File: src/rtl/lsu_pkg.sv
// lsu_pkg: shared definitions for the load/store sequencer.
//   - data-type encodings used by the decoder (i_data_type)
//   - FSM state encoding for the sequencer
//   - the latched description of one core memory operation
//   - size_bytes(): access size in bytes for a data type
package lsu_pkg;

   localparam logic [1:0] DT_WORD = 2'b00;
   localparam logic [1:0] DT_HALF = 2'b01;
   localparam logic [1:0] DT_BYTE = 2'b10;

   typedef enum logic [1:0] {
      IDLE = 2'd0,
      ACC0 = 2'd1,
      ACC1 = 2'd2,
      DONE = 2'd3
   } lsu_state_e;

   // One core memory operation as presented by the decoder/ALU.
   typedef struct packed {
      logic        wren;
      logic [31:0] addr;
      logic [31:0] st_data;
      logic [1:0]  dtype;
      logic        uns;
   } lsu_op_t;

   // The reserved encoding 2'b11 behaves as a word.
   function automatic logic [2:0] size_bytes(input logic [1:0] dtype);
      case (dtype)
         DT_HALF: return 3'd2;
         DT_BYTE: return 3'd1;
         default: return 3'd4;
      endcase
   endfunction

endpackage

File: src/rtl/lsu_lane_align.sv
// lsu_lane_align: purely combinational byte-lane steering.
//   Store side: shifts the store data and the byte-enable mask into a
//   64-bit window spanning two consecutive words; the low half feeds the
//   first word access, the high half the second.
//   Load side: shifts the {hi,lo} word pair right by the byte offset and
//   sign- or zero-extends the addressed halfword/byte.
// Ports:
//   off_i      byte offset within the word (addr[1:0])
//   dtype_i    data type (word/half/byte, 2'b11 = word)
//   uns_i      zero-extend loads when 1
//   st_data_i  store data, right-aligned
//   lo_i/hi_i  read words of the first / second access
//   wdata0_o, bmask0_o  lanes for the first word access
//   wdata1_o, bmask1_o  lanes for the second word access
//   ld_data_o  extended load result
module lsu_lane_align
   import lsu_pkg::*;
(
   input  logic [1:0]  off_i,
   input  logic [1:0]  dtype_i,
   input  logic        uns_i,
   input  logic [31:0] st_data_i,
   input  logic [31:0] lo_i,
   input  logic [31:0] hi_i,
   output logic [31:0] wdata0_o,
   output logic [31:0] wdata1_o,
   output logic [3:0]  bmask0_o,
   output logic [3:0]  bmask1_o,
   output logic [31:0] ld_data_o
);

   logic [2:0]  n_bytes;
   logic [5:0]  shamt;
   logic [63:0] s64;
   logic [7:0]  m8;
   logic [63:0] r64;
   logic        sign_b;
   logic        sign_h;

   assign n_bytes = size_bytes(dtype_i);
   assign shamt   = {off_i, 3'b000};

   assign s64 = {32'h0, st_data_i} << shamt;
   assign m8  = 8'((9'd1 << n_bytes) - 9'd1) << off_i;

   assign wdata0_o = s64[31:0];
   assign wdata1_o = s64[63:32];
   assign bmask0_o = m8[3:0];
   assign bmask1_o = m8[7:4];

   assign r64    = {hi_i, lo_i} >> shamt;
   assign sign_b = ~uns_i & r64[7];
   assign sign_h = ~uns_i & r64[15];

   assign ld_data_o = (dtype_i == DT_BYTE) ? {{24{sign_b}}, r64[7:0]}  :
                      (dtype_i == DT_HALF) ? {{16{sign_h}}, r64[15:0]} :
                                             r64[31:0];

endmodule

File: src/rtl/lsu_mem_seq.sv
// lsu_mem_seq: multi-cycle load/store sequencer.
//   Executes one core memory operation against a word-wide memory with a
//   req/ack handshake, splitting word-boundary-crossing accesses into two
//   word accesses, and stalls the core while the operation is in flight.
// Ports:
//   i_clk, i_reset          clock, asynchronous active-low reset
//   i_lsu_req               operation request, held until o_done
//   i_lsu_wren              1 = store, 0 = load
//   i_lsu_addr              byte address
//   i_st_data               store data
//   i_data_type, i_unsigned access size and load extension
//   o_ld_data               load result, updated on o_done
//   o_stall                 freeze the core (i_lsu_req & ~o_done)
//   o_done, o_err           completion pulse, timeout flag
//   o_mem_*                 memory request: req, we, word addr, wdata, bmask
//   i_mem_ack, i_mem_rdata  memory response
module lsu_mem_seq
   import lsu_pkg::*;
#(
   parameter int TIMEOUT_CYC = 1023
) (
   input  logic        i_clk,
   input  logic        i_reset,
   input  logic        i_lsu_req,
   input  logic        i_lsu_wren,
   input  logic [31:0] i_lsu_addr,
   input  logic [31:0] i_st_data,
   input  logic [1:0]  i_data_type,
   input  logic        i_unsigned,
   output logic [31:0] o_ld_data,
   output logic        o_stall,
   output logic        o_done,
   output logic        o_err,
   output logic        o_mem_req,
   output logic        o_mem_we,
   output logic [31:0] o_mem_addr,
   output logic [31:0] o_mem_wdata,
   output logic [3:0]  o_mem_bmask,
   input  logic        i_mem_ack,
   input  logic [31:0] i_mem_rdata
);

   localparam int CNT_W = $clog2(TIMEOUT_CYC + 1);

   lsu_state_e  state_q, state_d;
   lsu_op_t     op_q, op_d;
   logic [31:0] lo_q, lo_d;
   logic [CNT_W-1:0] cnt_q, cnt_d;
   logic        mem_req_q, mem_req_d;
   logic        mem_we_q, mem_we_d;
   logic [31:0] mem_addr_q, mem_addr_d;
   logic [31:0] mem_wdata_q, mem_wdata_d;
   logic [3:0]  mem_bmask_q, mem_bmask_d;
   logic [31:0] ld_data_q, ld_data_d;
   logic        done_q, done_d;
   logic        err_q, err_d;

   lsu_op_t     live_op;
   lsu_op_t     cur_op;
   logic [2:0]  n_bytes;
   logic        split;
   logic [31:0] lo_in, hi_in;
   logic [31:0] wdata0, wdata1, ld_ext;
   logic [3:0]  bmask0, bmask1;
   logic        timeout;
   logic        finish;
   logic        abort;

   // In IDLE the first access is launched straight from the core inputs;
   // afterwards everything works from the latched copy.
   assign live_op = '{wren: i_lsu_wren, addr: i_lsu_addr, st_data: i_st_data,
                      dtype: i_data_type, uns: i_unsigned};
   assign cur_op  = (state_q == IDLE) ? live_op : op_q;

   assign n_bytes = size_bytes(cur_op.dtype);
   assign split   = ({2'b00, cur_op.addr[1:0]} + {1'b0, n_bytes}) > 4'd4;

   // The final ack's read data is used in the same cycle it arrives, so
   // the word being acknowledged bypasses its capture register.
   assign lo_in = (state_q == ACC1) ? lo_q : i_mem_rdata;
   assign hi_in = (state_q == ACC1) ? i_mem_rdata : 32'h0;

   lsu_lane_align u_align (
      .off_i     (cur_op.addr[1:0]),
      .dtype_i   (cur_op.dtype),
      .uns_i     (cur_op.uns),
      .st_data_i (cur_op.st_data),
      .lo_i      (lo_in),
      .hi_i      (hi_in),
      .wdata0_o  (wdata0),
      .wdata1_o  (wdata1),
      .bmask0_o  (bmask0),
      .bmask1_o  (bmask1),
      .ld_data_o (ld_ext)
   );

   assign timeout = (cnt_q == CNT_W'(TIMEOUT_CYC - 1));

   // NOTE: every signal written here gets a default first; a path that
   // leaves one unassigned would infer a latch.
   always_comb begin
      state_d     = state_q;
      op_d        = op_q;
      lo_d        = lo_q;
      cnt_d       = cnt_q;
      mem_req_d   = mem_req_q;
      mem_we_d    = mem_we_q;
      mem_addr_d  = mem_addr_q;
      mem_wdata_d = mem_wdata_q;
      mem_bmask_d = mem_bmask_q;
      ld_data_d   = ld_data_q;
      done_d      = 1'b0;
      err_d       = 1'b0;
      finish      = 1'b0;
      abort       = 1'b0;

      case (state_q)
         IDLE: begin
            if (i_lsu_req) begin
               op_d        = live_op;
               state_d     = ACC0;
               mem_req_d   = 1'b1;
               mem_we_d    = live_op.wren;
               mem_addr_d  = {live_op.addr[31:2], 2'b00};
               mem_wdata_d = wdata0;
               mem_bmask_d = live_op.wren ? bmask0 : 4'hF;
               cnt_d       = '0;
            end
         end
         ACC0: begin
            if (i_mem_ack) begin
               lo_d = i_mem_rdata;
               if (split) begin
                  state_d     = ACC1;
                  mem_addr_d  = mem_addr_q + 32'd4;   // wraps past 0xFFFFFFFC
                  mem_wdata_d = wdata1;
                  mem_bmask_d = op_q.wren ? bmask1 : 4'hF;
                  cnt_d       = '0;
               end else begin
                  finish = 1'b1;
               end
            end else if (timeout) begin
               abort = 1'b1;
            end else begin
               cnt_d = cnt_q + CNT_W'(1);
            end
         end
         ACC1: begin
            if (i_mem_ack) begin
               finish = 1'b1;
            end else if (timeout) begin
               abort = 1'b1;
            end else begin
               cnt_d = cnt_q + CNT_W'(1);
            end
         end
         DONE: begin
            state_d = IDLE;
         end
         default: begin
            state_d = IDLE;
         end
      endcase

      // An ack on the last allowed cycle still counts as success.
      if (finish || abort) begin
         state_d   = DONE;
         mem_req_d = 1'b0;
         mem_we_d  = 1'b0;
         done_d    = 1'b1;
      end
      if (finish && !op_q.wren) begin
         ld_data_d = ld_ext;
      end
      if (abort) begin
         err_d     = 1'b1;
         ld_data_d = 32'h0;
      end
   end

   // NOTE: sequential state uses non-blocking assignments only, so every
   // register samples the pre-edge value of every other register.
   always_ff @(posedge i_clk or negedge i_reset) begin
      if (!i_reset) begin
         state_q     <= IDLE;
         op_q        <= '0;
         lo_q        <= '0;
         cnt_q       <= '0;
         mem_req_q   <= 1'b0;
         mem_we_q    <= 1'b0;
         mem_addr_q  <= '0;
         mem_wdata_q <= '0;
         mem_bmask_q <= '0;
         ld_data_q   <= '0;
         done_q      <= 1'b0;
         err_q       <= 1'b0;
      end else begin
         state_q     <= state_d;
         op_q        <= op_d;
         lo_q        <= lo_d;
         cnt_q       <= cnt_d;
         mem_req_q   <= mem_req_d;
         mem_we_q    <= mem_we_d;
         mem_addr_q  <= mem_addr_d;
         mem_wdata_q <= mem_wdata_d;
         mem_bmask_q <= mem_bmask_d;
         ld_data_q   <= ld_data_d;
         done_q      <= done_d;
         err_q       <= err_d;
      end
   end

   assign o_mem_req   = mem_req_q;
   assign o_mem_we    = mem_we_q;
   assign o_mem_addr  = mem_addr_q;
   assign o_mem_wdata = mem_wdata_q;
   assign o_mem_bmask = mem_bmask_q;
   assign o_ld_data   = ld_data_q;
   assign o_done      = done_q;
   assign o_err       = err_q;
   assign o_stall     = i_lsu_req & ~done_q;

endmodule
File: config.mk
export PLATFORM = sky130hd
export DESIGN_NAME = lsu_mem_seq
export DESIGN_NICKNAME = d
export VERILOG_FILES = /design/src/rtl/lsu_pkg.sv /design/src/rtl/lsu_lane_align.sv /design/src/rtl/lsu_mem_seq.sv
export SDC_FILE = /design/constraint.sdc
export NUM_CORES = 1
export LEC_CHECK = 0
export BUFFER_PORTS_ARGS = -buffer_cell sky130_fd_sc_hd__buf_2
export CAP_MARGIN = 20
export CORE_UTILIZATION = 30
export CTS_CLUSTER_SIZE = 40
export DETAILED_ROUTE_END_ITERATION = 7
export PLACE_DENSITY = 0.59
export SLEW_MARGIN = 20
export SYNTH_ARGS = -nofsm -noshare
export SYNTH_HDL_FRONTEND = slang
export SYNTH_SLANG_ARGS = --single-unit
File: constraint.sdc
create_clock -name i_clk -period 8.15 [get_ports i_clk]
set_input_delay 0.815 -clock i_clk [delete_from_list [all_inputs] [get_ports i_clk]]
set_output_delay 0.815 -clock i_clk [all_outputs]
set_load 0.03 [all_outputs]
* Yosys cells after proc, flatten, opt, wreduce, memory -nomap -nowiden
Index checks and enable logic that the tools add are counted. W data, S select, Z words.
Storage, ports and cells: bits in registers 186, bits of input ports 104, output and inout bits 105
Operators by class: add/sub/neg operators 4, magnitude comparators 1, eq/ne operators 14, shift operators 4, multiplexer cells 48, bitwise gates (word level) 5, reductions and logical operators 17
Operators with widths (number):
- $mux W32 | 12
- $pmux W32 S2 | 2
- $shl A32 B5 Y64 | 1
- $shr A64 B5 Y32 | 1
- $mux W10 | 5
- $mux W37 | 1
- $add A32 B3 Y32 const B | 1
- $pmux W10 S3 | 1
- $mux W4 | 5
- $mux W1 | 14
- $reduce_and A4 Y1 | 3
- $add A10 B1 Y10 const B | 1
- $eq A10 B10 Y1 const B | 1
- $ne A3 B3 Y1 const B | 3
- $mux W2 | 4
- $ne A2 B2 Y1 const B | 4
- $pmux W4 S2 | 1
- $reduce_bool A2 Y1 | 4
- $shl A1 B3 Y8 const A | 1
- $shl A8 B2 Y8 | 1
- $sub A8 B1 Y8 const B | 1
- $eq A2 B2 Y1 const B | 3
- $pmux W2 S3 | 1
- $pmux W3 S2 | 1
- other kinds (15) | 21

* Logic depth before layout (Yosys ltp)
Gate-level depths: netlist (run 1).
depth in word-level cells 12, gate-level depth with buffers 19

* By module
A second synthesis (run 1) with hierarchy kept.
Second synthesis, totals: cells, all modules 1160, area, all modules 11659.9 um^2
Modules (own cells, without submodules):
- lsu_mem_seq | instances 1, cells each 910, area each 9530.4 um^2, sequential area each 4604.4 um^2
- lsu_lane_align | instances 1, cells each 250, area each 2129.5 um^2, sequential area each 0.0 um^2

* Least setup slack after synthesis (run 1)
OpenSTA, ideal clock, no wires.
path type register to register, from register state_q[0], to register ld_data_q[25] (netlist: o_ld_data[25]), arrival time 4308 ps, path slack 3720 ps, cell stages (with the launch flop) 19, path buffers 5, clock period less this slack 4430 ps, path through dfrtp_1 > inv_1 > ha_1 > buf_6 > buf_2 > buf_2 > clkbuf_1 > mux2_2 > inv_1 > ha_1 > ha_1 > inv_1 > fa_1 > nor2b_1 > o221ai_1 > a21boi_1 > nor2_1 > clkbuf_1 > a32o_1
On the way: cells in the longest elaborated chain, start to end 11
Ends and longest elaborated chain:
- from (decl) | RTL line lsu_mem_seq.sv:45 | lsu_state_e state_q, state_d;
- from (signal assigned) | RTL line lsu_mem_seq.sv:198 | state_q <= state_d;
- $logic_not A2 Y1 | RTL line lsu_mem_seq.sv:73 | assign cur_op = (state_q == IDLE) ? live_op : op_q;
- $mux W37 | RTL line lsu_mem_seq.sv:73
- $eq A2 B2 Y1 or $eq A2 B1 Y1 (tied branches) | RTL line lsu_pkg.sv:30, lsu_lane_align.sv:55, lsu_lane_align.sv:56
- $pmux W3 S2 | RTL line lsu_pkg.sv:30 | case (dtype)
- $add A2 B3 Y4 | RTL line lsu_mem_seq.sv:76 | assign split = ({2'b00, cur_op.addr[1:0]} + {1'b0, n_bytes}) > 4'd4;
- $gt A4 B3 Y1 | RTL line lsu_mem_seq.sv:76
- $mux W1 | RTL line lsu_mem_seq.sv:133 | if (split) begin
- $mux W1 | RTL line lsu_mem_seq.sv:131 | if (i_mem_ack) begin
- $pmux W1 S2 | RTL line lsu_mem_seq.sv:117 | case (state_q)
- $logic_and A1 B1 Y1 | RTL line lsu_mem_seq.sv:172 | if (finish && !op_q.wren) begin
- $reduce_bool A2 Y1 (no source line)
- to (signal assigned) | RTL line lsu_mem_seq.sv:207 | ld_data_q <= ld_data_d;
- to (decl) | RTL line lsu_mem_seq.sv:54 | logic [31:0] ld_data_q, ld_data_d;
Parallel ways exist; a longest one is shown, timed or not. The select of a mux whose other input is x is not followed. A chain may end at the register's enable or synchronous reset.

* Worst setup path after layout (run 1)
from register state_q[0], to register mem_addr_q[31] (netlist: o_mem_addr[31])
On the way: cells in the longest elaborated chain, start to end 8
Ends and longest elaborated chain:
- $logic_not A2 Y1 | RTL line lsu_mem_seq.sv:73, lsu_mem_seq.sv:117
- $mux W37 | RTL line lsu_mem_seq.sv:73
- $eq A2 B2 Y1 or $eq A2 B1 Y1 (tied branches) | RTL line lsu_pkg.sv:30
- $pmux W3 S2 | RTL line lsu_pkg.sv:30
- $add A2 B3 Y4 | RTL line lsu_mem_seq.sv:76
- $gt A4 B3 Y1 | RTL line lsu_mem_seq.sv:76
- $ne A2 B2 Y1 (no source line)
- $reduce_and A4 Y1 (no source line)
- to (signal assigned) | RTL line lsu_mem_seq.sv:204 | mem_addr_q <= mem_addr_d;
- to (decl) | RTL line lsu_mem_seq.sv:51 | logic [31:0] mem_addr_q, mem_addr_d;
Parallel ways exist; a longest one is shown, timed or not.

==> reports/qor.yml, run 1 <==
status:
  run_status: "finished clean"
synth:
  avgSynthCellArea_um2: 9.87
  synth_cells: 1154
  synth_flop_cell: "dfrtp_1"
  yosysSeqAreaShare: 0.404
  synth_edf_count: 0
  ys.warnings.count: 0
  async_reset_ff_frac: 1.00
  synth_area_um2: 11400
  yosys.cell_types.count: 78
  yosys_register_bits: 184
grt:
  grt_overflow_total: 0
  grt_pass1_vias: 9812
  grt_max_degree: 116
  grt_pass1_wl_mm: 56.0
  grt_usage: 0.186
  antenna_found_initial: 3
cells_and_area:
  fin_nets: 1422
  final_layout_size_suffix_gt1_frac: 0.305
  finish.utilization: 0.356
  final_common_cell: "buf_2"
  nFillCells: 3836
  syn_to_final_growth_pct: 17.3
  stdcell_area_um2: 13400
  final_cell_mix: "205 x buf_2, 184 x dfrtp_1, 128 x nand2_1"
die:
  rows: 71
  dieArea_um2: 38800
  io_pins: 209
  start_util: 0.304
  die-width_um: 197
  core_area_um2: 37500
  die_h_um: 197
clock_network:
  cts_sinks: 184
  cts_setup_buffers: 0
  htree_levels: 4
  postCtsHoldBufs: 0
  insertion_delay_ns: 0.45
  numCtsBuffers: 17
  cts_tree: "built"
  clock_path_buffers: 2
  cts_resized: 0
  clockRootBuffer: "clkbuf_16"
  clk_pin_slew_ns: 0.09
drt:
  antenna_left: 0
  first_pass_iters: 5
  drcViolationCount: 0
  viasPerCell: 5.52
  first_iter_violations: 617
  wl_per_cell_um: 19.7
  vias: 10100
  totalWireLength_mm: 36.0
placed_design:
  hpwl_mm: 25.8
  io_buffers: 206
  gp_congestion: 0.873
  place_area_um2: 12800
timing:
  holdWs_ns: 0.481
  tns_ns: 0
  setup_viol: 0
  slew-limit-headroom: 0.286
  finClkSkew_ns: 0.0156
  hold_viol: 0
  worstMarginPinSlew_ns: 1.07
  period_minus_slack_ns: 5.51
  rsz0062_at_grt: "no"
  maxSlewViolCount: 0
  max_clock_freq_mhz: 182
  period_share: 0.676
critical_path:
  critPathTopFamily: "simple AND/OR/NAND/NOR gates"
  crit_chain: "inv_1 -> ha_2 -> mux2_2 -> inv_1 -> ha_1 -> clkinv_1 -> ha_1 -> xor2_1 -> o221ai_1 -> nand3_2 -> buf_4 -> or4_1 -> nand3_1"
  start_kind: "flip-flop"
  cp_max_fo: 49
  r2r_cells: 13
  worst_ep_arrival_time_ns: 5.89
  path_buf_inv: 4
  cp-end-kind: "flip-flop"
  cp_slowest_cell: "nand3_2"
  path_depth: 13
  slowest_delay_ns: 0.89
  path_class: "flip-flop to flip-flop"
  worstPathRequired_ns: 8.53
power_and_ir_drop:
  power_per_cell_area_nw_per_um2: 506
  vdd_drop_max_v: 0.000274
  leakage_nw: 5.88
job:
  max-cap-violations: 0
min_path:
  hold_path.class: "flip-flop to flip-flop"
  min_path_cells: 2
synthesized netlist by cell type (4+ instances only):
master / number / area (um^2)
a21o_1: 6 / 45.0
a211oi_1: 7 / 52.6
nor2b_1: 4 / 25.0
a32o_1: 13 / 130
o21ai_0: 44 / 220
nor2_1: 51 / 191
buf_1: 14 / 52.6
ha_1: 16 / 200
mux4_2: 12 / 270
and3_1: 27 / 169
nor4_1: 6 / 37.5
or4_1: 4 / 30.0
nand4_1: 15 / 93.8
a21bo_2: 8 / 80.1
nor3_1: 15 / 75.1
a2bb2oi_1: 4 / 35.0
nand2_1: 128 / 480
a311oi_1: 6 / 52.6
o31ai_1: 21 / 158
a21oi_1: 57 / 285
a221oi_1: 8 / 70.1
or3_1: 5 / 31.3
o211ai_1: 10 / 75.1
o2bb2ai_1: 14 / 123
mux2_2: 106 / 1190
o221ai_1: 13 / 114
a221o_1: 4 / 40.0
dfrtp_1: 184 / 4600
o21ai_1: 6 / 30.0
buf_4: 4 / 30.0
a31o_2: 4 / 35.0
a22oi_1: 14 / 105
nand3_1: 62 / 310
o21bai_1: 4 / 30.0
o22ai_1: 12 / 75.1
a32oi_1: 4 / 35.0
mux2i_1: 63 / 631
clkbuf_1: 40 / 150
buf_2: 31 / 155
o21a_1: 12 / 90.1
o22a_1: 4 / 35.0
nand2b_1: 4 / 25.0
o211a_1: 12 / 120
a31oi_1: 11 / 68.8
inv_1: 17 / 63.8
registers in the layout (all words and copies together), names as in the netlist:
register	flops
cnt_q	10
lo_q	32
o_done	1
o_err	1
o_ld_data	32
o_mem_addr	30
o_mem_bmask	4
o_mem_req	1
o_mem_wdata	32
o_mem_we	1
op_q	38
state_q	2
tightest hold or removal path, cell delays in order, from the launching register on:
cell,delay [ns]
dfrtp_1,0.34
nand2_1,0.05
o31ai_1,0.05
kinds of logic (layout without fill, tap and decap cells):
group,count (synthesis),after routing,share of synthesized area
and+or+nand+nor,337,337,0.140
AOI/OAI and AO/OA,315,315,0.199
muxes,186,186,0.192
DFF,184,184,0.404
buffers and inverters,113,272,0.0444
adders and majority gates,17,17,0.0193
other,1,3,0.000329
xor gates and xnor gates,1,1,0.000769
path summary, 6_finish.rpt:
kind / startpoint / endpoint / slack, ns
worst max-delay path: state_q[0] / o_mem_addr[31] / 2.64
worst min-delay path: o_mem_bmask[2] / o_mem_bmask[2] / 0.48
max in group asynchronous: i_reset / o_ld_data[16] / 6.15
worst max register to register: state_q[0] / o_mem_addr[31] / 2.64
worst min register to register: o_mem_bmask[2] / o_mem_bmask[2] / 0.48
min in group asynchronous: i_reset / op_q[13] / 0.49
where the power goes:
part | total, W | switching, W | internal [W]
Clock | 0.000862 | 0.000401 | 0.000461
Sequential | 0.00177 | 0.000406 | 0.00136
Combinational | 0.00413 | 0.00259 | 0.00155
area by class of cell:
type                            count  area [um^2]  area share
Clock inverter                     15          165      0.0124
Clock buffer                       17          425      0.0318
Antenna cell                        1         2.50    0.000187
Multi-Input combinational cell    858         6310       0.472
Inverter                           21         83.8     0.00627
Timing Repair Buffer              219         1140      0.0851
Sequential cell                   184         4600       0.345
Tap cell                          511          639      0.0478
stage by stage:
| step | setup slack, ns | instances | total power (W) |
|---|---|---|---|
| 2_1_floorplan | 3.72 | 1155 | 0.00477 |
| 3_3_place_gp | 2.79 | 1793 | 0.00583 |
| 3_5_place_dp | 2.65 | 1793 | 0.00590 |
| 4_1_cts | 2.66 | 1825 | 0.00678 |
| 5_1_grt | 2.21 | 1825 | 0.00725 |
| 6_report | 2.64 | 1826 | 0.00676 |
per-layer routing:
metal | up-vias | track usage | wire length, um
met4 | 2 | 0.0769 | 1230
met1 | 4974 | 0.247 | 15500
met5 | - | 0 | 12
met3 | 59 | 0.0308 | 2410
met2 | 382 | 0.301 | 16900
li1 | 4665 | - | -
Power figures use the tool's default switching activity.
==> run 2, diff against run 1 <==
--- a/config.mk
+++ b/config.mk
@@ -5,6 +5,7 @@
 export SDC_FILE = /design/constraint.sdc
 export NUM_CORES = 1
 export LEC_CHECK = 0
+export ABC_AREA = 1
 export BUFFER_PORTS_ARGS = -buffer_cell sky130_fd_sc_hd__buf_2
 export CAP_MARGIN = 20
 export CORE_UTILIZATION = 30
==> constraint.sdc (replaced) <==
create_clock -name i_clk -period 5.46 [get_ports i_clk]
set_input_delay 0.546 -clock i_clk [delete_from_list [all_inputs] [get_ports i_clk]]
set_output_delay 0.546 -clock i_clk [all_outputs]
set_load 0.03 [all_outputs]
==> reports/qor.yml, run 2 <==
status:
  run_status: "finished clean"
clock_network:
  cts_tree: "built"
  clk_pin_slew_ns: 0.08  # about the same
  cts_sinks: 184  # unchanged
  clockRootBuffer: "clkbuf_16"
  cts_setup_buffers: 0  # unchanged
  insertion_delay_ns: 0.45  # about the same
  postCtsHoldBufs: 0  # unchanged
  cts_resized: 0  # unchanged
  htree_levels: 4  # unchanged
  numCtsBuffers: 17  # unchanged
  clock_path_buffers: 2  # unchanged
grt:
  grt_max_degree: 114  # -1.7%
  grt_usage: 0.195  # +0.00898
  grt_pass1_wl_mm: 59.8  # +6.6%
  antenna_found_initial: 3  # unchanged
  grt_overflow_total: 0  # unchanged
  grt_pass1_vias: 10800  # +10%
die:
  rows: 71  # unchanged
  start_util: 0.306  # +0.00196
  die_h_um: 198  # +0.67%
  dieArea_um2: 39300  # +1.3%
  die-width_um: 198  # +0.67%
  core_area_um2: 37800  # +0.71%
  io_pins: 209  # unchanged
cells_and_area:
  syn_to_final_growth_pct: 16.8
  largest-register: "op_q"
  final_cell_mix: "668 x nand2_1, 212 x o21ai_0, 205 x buf_2"
  nFillCells: 4107  # +7.1%
  final_common_cell: "nand2_1"
  fin_nets: 1985  # +40%
  fin_cells: 2388  # +31%
  largest_register_ffs: 38  # unchanged
  final_layout_size_suffix_gt1_frac: 0.154  # -0.151
synth:
  yosysMostFrequentCell: "nand2_1"
  synthSimpleGateAreaFrac: 0.335  # +0.195
  synth_area_um2: 11500  # +1.4%
  yosys.cell_types.count: 38  # -51%
  synthTopCellsByCount: "668 x nand2_1, 212 x o21ai_0, 184 x dfrtp_1"
  synthTopCellsByArea: "dfrtp_1 40%, nand2_1 22%, o21ai_0 9.2%"
  yosysSeqAreaShare: 0.399  # -0.00543
  synth_xor_area_frac: 0.00531  # +0.00454
  synth_top_family_by_area: "simple AND/OR/NAND/NOR gates"
  synth_flop_cell: "dfrtp_1"
  yosys.area_share.adder: 0.0191  # -0.000260
  synth_edf_count: 0  # unchanged
  avgSynthCellArea_um2: 6.70  # -32%
  synth_compound_area_frac: 0.145  # -0.0538
  synth_top_area_cell: "dfrtp_1"
  async_reset_ff_frac: 1.00  # unchanged
  yosys_register_bits: 184  # unchanged
  synth_top_area_share: 0.399  # -0.00543
  muxShareOfSynthArea: 0.00293  # -0.189
  ys.warnings.count: 0  # unchanged
  synth_cells: 1724  # +49%
critical_path:
  r2r_start: "state_q[1]"
  slowest_delay_ns: 0.82  # -0.07 ns
  r2r_setup_slack_ns: 1.04  # -1.60 ns
  start_kind: "flip-flop"
  cp-end-kind: "flip-flop"
  worstPathRequired_ns: 5.83  # -2.70 ns
  worst_ep_arrival_time_ns: 4.79  # -1.10 ns
  crit_end: "o_mem_wdata[5]"
  cp_max_fo: 40  # -18%
  crit_path_frequent_cell: "nand2_1"
  crit_chain: "inv_1 -> ha_2 -> o21ai_0 -> ha_1 -> clkinv_1 -> fa_1 -> nand2_1 -> nand3_1 -> nand2_1 -> nand2_1 -> a21oi_4 -> buf_12 -> nor2_1 -> a31oi_1"
  regToRegEndpoint: "o_mem_wdata[5]"
  path_class: "flip-flop to flip-flop"
  r2r_cells: 14  # +1
  crit_start: "state_q[1]"
  cp_slowest_cell: "a21oi_4"
power_and_ir_drop:
  power_per_cell_area_nw_per_um2: 728  # +44%
  leakage_nw: 6.96  # +18%
  vdd_drop_max_v: 0.000355  # +30%
min_path:
  hold_path.class: "primary input to async pin"
placed_design:
  gp_congestion: 0.890  # +2.0%
  hpwl_mm: 27.7  # +7.4%
  io_buffers: 206  # unchanged
  dp_cells: 2356  # +31%
drt:
  first_pass_iters: 6  # +1
  wl_per_cell_um: 15.8  # -20%
  vias: 11600  # +15%
  drcViolationCount: 0  # unchanged
  antenna_left: 0  # unchanged
  totalWireLength_mm: 37.7  # +4.6%
  first_iter_violations: 814  # +32%
  viasPerCell: 4.85  # -12%
timing:
  tns_ns: 0  # unchanged
  setup_viol: 0  # unchanged
  period_share: 0.809  # +0.134
  max_clock_freq_mhz: 226  # +25%
  finClkSkew_ns: 0.0123  # -0.00329 ns
  rsz0062_at_grt: "no"
  worstMarginPinSlew_ns: 1.06  # -0.00885 ns
  hold_viol: 0  # unchanged
  slew-limit-headroom: 0.293  # +0.00695
  maxSlewViolCount: 0  # unchanged
  period_minus_slack_ns: 4.42  # -1.09 ns
job:
  max-cap-violations: 0  # unchanged
==> run 2: changes by cell type after synthesis, sizes merged, moves of 20 or more <==
cell	change
inv	+129
o21ai	+177
mux2	-106
o31ai	-20
mux2i	-64
and3	-27
nor2	+39
a21oi	-34
nand3	+75
nand2	+546
==> run 2: kinds of logic after synthesis <==
group                      after synthesis
DFF                                    184
and+or+nand+nor                        948
muxes                                    3
xor gates and xnor gates                 7
buffers and inverters                  254
adders and majority gates               17
other                                    1
AOI/OAI and AO/OA                      310
==> run 2: worst min-delay path by stage <==
stage | from | endpoint | slack (ns)
2_1_floorplan | i_reset | cnt_q[0] | 0.25
3_3_place_gp | o_mem_bmask[0] | o_mem_bmask[0] | 0.46
3_5_place_dp | o_mem_wdata[12] | o_mem_wdata[12] | 0.47
4_1_cts | i_reset | o_mem_req | 0.21
5_1_grt | i_reset | o_mem_req | 0.22
6_report | i_reset | o_mem_req | 0.17
==> run 2: power breakdown <==
group          internal [W]  total, W  switching, W
logic               0.00175   0.00610       0.00435
registers           0.00199   0.00240      0.000410
clock network      0.000739   0.00132      0.000581
==> run 2: critical path, delay by kind of cell (launching register included) <==
kind / cells / cell delay (ns)
and+or+nand+nor: 5 / 0.53
AOI/OAI and AO/OA: 3 / 1.34
DFF: 1 / 0.39
buffers and inverters: 3 / 0.87
adders and majority gates: 3 / 1.19
==> run 2: through the flow <==
stage	hold slack [ns]	utilization	power (W)	instance area (um^2)	setup slack [ns]
after floorplan	0.250	-	0.00684	11500	1.85
after global placement	0.462	0.341	0.00842	12900	1.22
after detailed placement	0.466	0.341	0.00848	12900	1.07
after CTS	0.206	0.357	0.00983	13500	1.03
after global routing	0.223	0.357	0.0108	13500	0.660
final	0.169	0.357	0.00982	13500	1.04
==> run 2: area by class of cell <==
| class | instances | area, um^2 | area share |
|---|---|---|---|
| diodes | 1 | 2.50 | 0.000186 |
| clock buffers | 19 | 443 | 0.0328 |
| clock inverters | 12 | 164 | 0.0122 |
| inverters | 152 | 571 | 0.0423 |
| multi-input cells | 1287 | 5890 | 0.437 |
| flip-flops and latches | 184 | 4600 | 0.341 |
| well taps | 511 | 639 | 0.0474 |
| repair buffers | 222 | 1170 | 0.0869 |
==> run 2: per-layer routing <==
layer	vias up	global-route usage	part of all wire	wire length (um)
met4	4	0.0574	0.017	627
met2	330	0.304	0.44	16700
met5	-	0	0.00082	31
met1	5389	0.276	0.48	18100
li1	5816	-	-	-
met3	42	0.0317	0.057	2150
